## config.mk

```make
export PLATFORM = sky130hd
export DESIGN_NAME = seq_scan_ctrl
export DESIGN_NICKNAME = d
export VERILOG_FILES = /design/src/rtl/seq_scan_ctrl.sv
export SDC_FILE = /design/constraint.sdc
export NUM_CORES = 1
export LEC_CHECK = 0
export ABC_AREA = 0
export CORE_MARGIN = 4
export CORE_UTILIZATION = 55
export CTS_BUF_LIST = sky130_fd_sc_hd__clkbuf_4 sky130_fd_sc_hd__clkbuf_8
export DETAILED_ROUTE_END_ITERATION = 10
export GPL_TIMING_DRIVEN = 0
export PLACE_DENSITY = 0.85
export SLEW_MARGIN = 40
export SYNTH_ARGS = -nofsm -noshare
export SYNTH_HDL_FRONTEND = slang
export SYNTH_SLANG_ARGS = --single-unit
```

## constraint.sdc

```tcl
create_clock -name clk -period 7.6 [get_ports clk]
set_clock_uncertainty 0.1 [all_clocks]
set_input_delay 1.14 -clock clk [delete_from_list [all_inputs] [get_ports clk]]
set_output_delay 1.14 -clock clk [all_outputs]
set_load 0.01 [all_outputs]
```

## src/rtl/seq_scan_ctrl.sv

```systemverilog
// seq_scan_ctrl: serializes words MSB-first, matches a sliding-window pattern, counts hits.
// Optional abort input is enabled by defining SEQ_SCAN_ABORT_EN.
module seq_scan_ctrl #(
  parameter int DATA_W = 8,
  parameter int PAT_W = 4,
  parameter int CNT_W = 16,
  localparam int LEN_W = $clog2(PAT_W + 1)
) (
  input  logic              clk,
  input  logic              rst,
  input  logic              cfg_we,
  input  logic [PAT_W-1:0]  cfg_pattern,
  input  logic [LEN_W-1:0]  cfg_len,
  input  logic              cfg_overlap,
  input  logic              start,
`ifdef SEQ_SCAN_ABORT_EN
  input  logic              abort,
`endif
  input  logic              in_valid,
  output logic              in_ready,
  input  logic [DATA_W-1:0] in_data,
  input  logic              in_last,
  output logic              ser_bit,
  output logic              ser_valid,
  output logic              det_pulse,
  output logic [CNT_W-1:0]  match_count,
  output logic              busy,
  output logic              done
);

  localparam int BC_W = (DATA_W > 1) ? $clog2(DATA_W) : 1;
  localparam logic [PAT_W-1:0] DEF_PAT = PAT_W'(4'b1011);
  localparam logic [LEN_W-1:0] DEF_LEN = LEN_W'((PAT_W < 4) ? PAT_W : 4);
  localparam logic [LEN_W-1:0] MAX_LEN = LEN_W'(PAT_W);

  typedef enum logic [1:0] {
    IDLE,
    LOAD,
    SHIFT,
    DONE
  } state_t;

  state_t state, state_n;

  logic [PAT_W-1:0]  pat_q;
  logic [PAT_W-1:0]  win_q;
  logic [PAT_W-1:0]  win_n;
  logic [PAT_W-1:0]  mask;
  logic [PAT_W:0]    win_sh;
  logic [LEN_W-1:0]  len_q;
  logic [LEN_W-1:0]  len_in;
  logic [LEN_W-1:0]  seen_q;
  logic [LEN_W-1:0]  seen_n;
  logic              ovl_q;
  logic [DATA_W-1:0] sh_q;
  logic [BC_W-1:0]   bcnt_q;
  logic              last_q;
  logic              hit;
  logic              take;
  logic              abort_now;

`ifdef SEQ_SCAN_ABORT_EN
  assign abort_now = abort && (state != IDLE);
`else
  assign abort_now = 1'b0;
`endif

  assign len_in    = (cfg_len > MAX_LEN) ? MAX_LEN : cfg_len;
  assign in_ready  = (state == LOAD) && !abort_now;
  assign take      = in_valid && in_ready;
  assign ser_valid = (state == SHIFT);
  assign ser_bit   = ser_valid && sh_q[DATA_W-1];
  assign busy      = (state != IDLE);
  assign done      = (state == DONE) && !abort_now;

  // Window/match view including the bit currently on ser_bit
  always_comb begin
    win_sh = {win_q, ser_bit};
    win_n  = win_sh[PAT_W-1:0];
    seen_n = (seen_q == MAX_LEN) ? seen_q : seen_q + LEN_W'(1);
    for (int i = 0; i < PAT_W; i++) begin
      mask[i] = (i < int'(len_q));
    end
    hit = ser_valid && !abort_now &&
          (len_q != '0) && (seen_n >= len_q) &&
          ((win_n & mask) == (pat_q & mask));
  end

  always_comb begin
    state_n = state;
    unique case (state)
      IDLE:    if (start) state_n = LOAD;
      LOAD:    if (take) state_n = SHIFT;
      SHIFT: begin
        if (bcnt_q == BC_W'(DATA_W - 1)) begin
          state_n = last_q ? DONE : LOAD;
        end
      end
      DONE:    state_n = IDLE;
      default: state_n = IDLE;
    endcase
    if (abort_now) state_n = IDLE;
  end

  always_ff @(posedge clk) begin
    if (rst) begin
      state       <= IDLE;
      pat_q       <= DEF_PAT;
      len_q       <= DEF_LEN;
      ovl_q       <= 1'b1;
      win_q       <= '0;
      seen_q      <= '0;
      sh_q        <= '0;
      bcnt_q      <= '0;
      last_q      <= 1'b0;
      det_pulse   <= 1'b0;
      match_count <= '0;
    end else begin
      state     <= state_n;
      det_pulse <= hit;
      if (state == IDLE && cfg_we) begin
        pat_q <= cfg_pattern;
        len_q <= len_in;
        ovl_q <= cfg_overlap;
      end
      if (state == IDLE && start) begin
        win_q       <= '0;
        seen_q      <= '0;
        match_count <= '0;
      end
      if (take) begin
        sh_q   <= in_data;
        bcnt_q <= '0;
        last_q <= in_last;
      end
      if (ser_valid && !abort_now) begin
        sh_q   <= sh_q << 1;
        bcnt_q <= bcnt_q + BC_W'(1);
        if (hit && !ovl_q) begin
          win_q  <= '0;
          seen_q <= '0;
        end else begin
          win_q  <= win_n;
          seen_q <= seen_n;
        end
      end
      if (hit && (match_count != '1)) begin
        match_count <= match_count + CNT_W'(1);
      end
    end
  end

endmodule
```

==> qor.csv <==
metric,value,unit
port_buffers,42,
area.sequential,901,um2
dr.pass1.iters,4,
routedWlPerCell,13.5,um
post-route-period-util,42.4,%
slew_headroom,53.9,%
pin_count,44,
multi_input_area,1190,um2
comb_power_share,11.3,%
initial_core_util,58.5,%
final_cells,361,
hpwl,3550,um
required,6.36,ns
async_flop_share,0,%
synth_area,2190,um2
overflow,0,
core_area,3740,um2
hold_viol,0,
synth_area_leader_cell,dfxtp_1,
yosys_warnings,0,
n_antenna_cell,0,
hold_class,reg2reg,
syn_avg_cell_area,8.33,um2
htreeDepth,2,
fin_crit,3.22,ns
cap_violations,0,
drc,0,
maxUsedRoutingLayer,met4,
crit_fanout,10,
gp_congestion,0.859,
synth_common_cells,"dfxtp_1 (45), nand2_1 (37), nor2_1 (22)",
wl,4860,um
synth-edff-count,0,
setup_violations,0,
cts-root-buf,clkbuf_8,
fill_cells,296,
irDropWorstVdd,0.0000879,V
first_iter_violations,108,
syn_nets,293,
synth-main-ff-cell,dfxtp_1,
drive_gt1_share,5.43,%
post-cts-setup-buffers,0,
wl_met1,2340,um
critPathKind,reg2out,
vias,2081,
yosysMostFrequentCell,dfxtp_1,
final_max_slew_viol_count,0,
cts_buffers,5,
dpl.cell_count,353,
clockBufferDepth,2,
rows,22,
grt_max_degree,14,
grt_pass1_vias,1923,
worstMarginPinSlew,0.688,ns
wl_met3,241,um
yosysTopAreaCellShare,41.1,%
grt_first_pass_wirelength,8320,um
yosys-top-cells-area,"dfxtp_1 (41%), nand2_1 (6.3%), ha_1 (4.6%), a21oi_1 (4.1%), nor2_1 (3.8%)",
seq_area_frac_synth,41.1,%
dieArea,5050,um2
rsz0062_at_grt,false,
finalNetCount,342,
grt_util_all_layers,20.1,%
sw_frac_of_total,25.1,%
setup_tns,0,ns
die_h,71.1,um
cts_hold_buf,0,
vias_per_cell,5.76,
clock-sinks,45,
clkPwrFrac,33.2,%
synthCells,263,
ys_types,40,
power_density,162,nW/um2
worst-endpoint-arrival,1.98,ns
met2_length,2240,um
worstSkewPairLatency,0.30,ns
seqPwrFrac,55.5,%
p_switching,0.112,mW
achievable-frequency,0.311,GHz
outcome,completed,
yosys_register_bits,45,
cts_tree,yes,
p_leak,1.02,nW
internal-power,0.334,mW
utilization,73.6,%
ant_nets,0,
antenna_found_initial,0,
synthToLayoutAreaGrowth,25.9,%
start_kind,flop,
clk_pin_slew,0.08,ns
fp.dieW,71.1,um
end_kind,output port,
cts_resized,0,
-- power groups by stage --
stage / logic (mW) / registers, mW / clock network (mW)
2_1_floorplan: 0.0289 / 0.251 / 0
3_3_place_gp: 0.0490 / 0.252 / 0
3_5_place_dp: 0.0501 / 0.253 / 0
4_1_cts: 0.0505 / 0.247 / 0.149
5_1_grt: 0.0558 / 0.248 / 0.160
6_report: 0.0503 / 0.247 / 0.148
-- metrics by stage --
step           total power [mW]  setup slack, ns  hold slack [ns]  cell area, um2
2_1_floorplan             0.280             4.85            0.333            2190
3_3_place_gp              0.301             4.68            0.342            2670
3_5_place_dp              0.303             4.66            0.351            2670
4_1_cts                   0.447             4.39            0.363            2760
5_1_grt                   0.463             4.28            0.394            2760
6_report                  0.445             4.38            0.360            2760
-- layer usage --
| layer | global-route usage [%] | vias up |
|---|---|---|
| li1 | - | 1050 |
| met1 | 26.0 | 977 |
| met2 | 33.6 | 52 |
| met3 | 3.98 | 2 |
| met4 | 6.26 | 0 |
| met5 | 0 | - |
-- logic make-up after synthesis --
group	share of synthesized area, %
mux	1.43
compound gates	20.2
xor+xnor	3.20
simple gates	24.8
buf+inv	4.63
fa+ha+maj	4.57
flops	41.1
-- flip-flops by register name, indices dropped and copies added, names as in the netlist --
name / flops
len_q: 3
pat_q: 4
ovl_q: 1
det_pulse: 1
win_q: 3
match_count: 16
sh_q: 8
last_q: 1
state: 2
bcnt_q: 3
seen_q: 3
-- worst max-delay path, stage by stage, from the launching register on --
cell and delay [ns]:
dfxtp_1 0.44, nand2b_2 0.15, clkinv_2 0.12, clkbuf_1 0.35, clkdlybuf4s50_1 0.62
-- cell type report --
cell class | instances | share of cell area [%]
clock buffer | 6 | 2.77
buffer | 12 | 2.00
timing repair buffer | 42 | 15.3
multi-input combinational | 194 | 43.1
inverter | 12 | 1.68
sequential | 45 | 32.7
tap | 48 | 2.18
clock inverter | 2 | 0.363
-- cell usage in the layout, fill, tap and decap left out, types with 2 or more instances in the layout --
cell,netlist,layout
buf_2,2,2
a21o_1,4,4
nor3_1,6,6
nand2_1,37,37
or4_1,3,3
nand4_1,4,4
or2_2,2,2
nand2b_1,3,3
a211oi_1,2,2
a22oi_1,7,7
clkbuf_8,0,5
a2111oi_0,4,4
nor4_1,6,6
o21ai_0,9,9
inv_1,11,11
clkdlybuf4s50_1,0,42
a21oi_1,18,18
a22o_1,4,4
mux2i_1,2,2
ha_1,8,8
a32o_1,4,4
and2_1,4,4
xnor2_1,7,7
nor3b_1,2,2
dfxtp_1,45,45
a221o_1,7,7
nor2_1,22,22
clkbuf_1,8,8
nand3_1,16,16
clkinv_2,1,3
or3_1,4,4
-- final timing paths --
kind	start	to	slack [ns]	depth (start not counted)
max reg2reg	seen_q[0]	match_count[2]	4.62	12
min	sh_q[5]	sh_q[5]	0.36	2
min reg2reg	sh_q[5]	sh_q[5]	0.36	2
max	state[1]	ser_valid	4.38	4
Note: power is estimated with default switching activity, not from simulation.
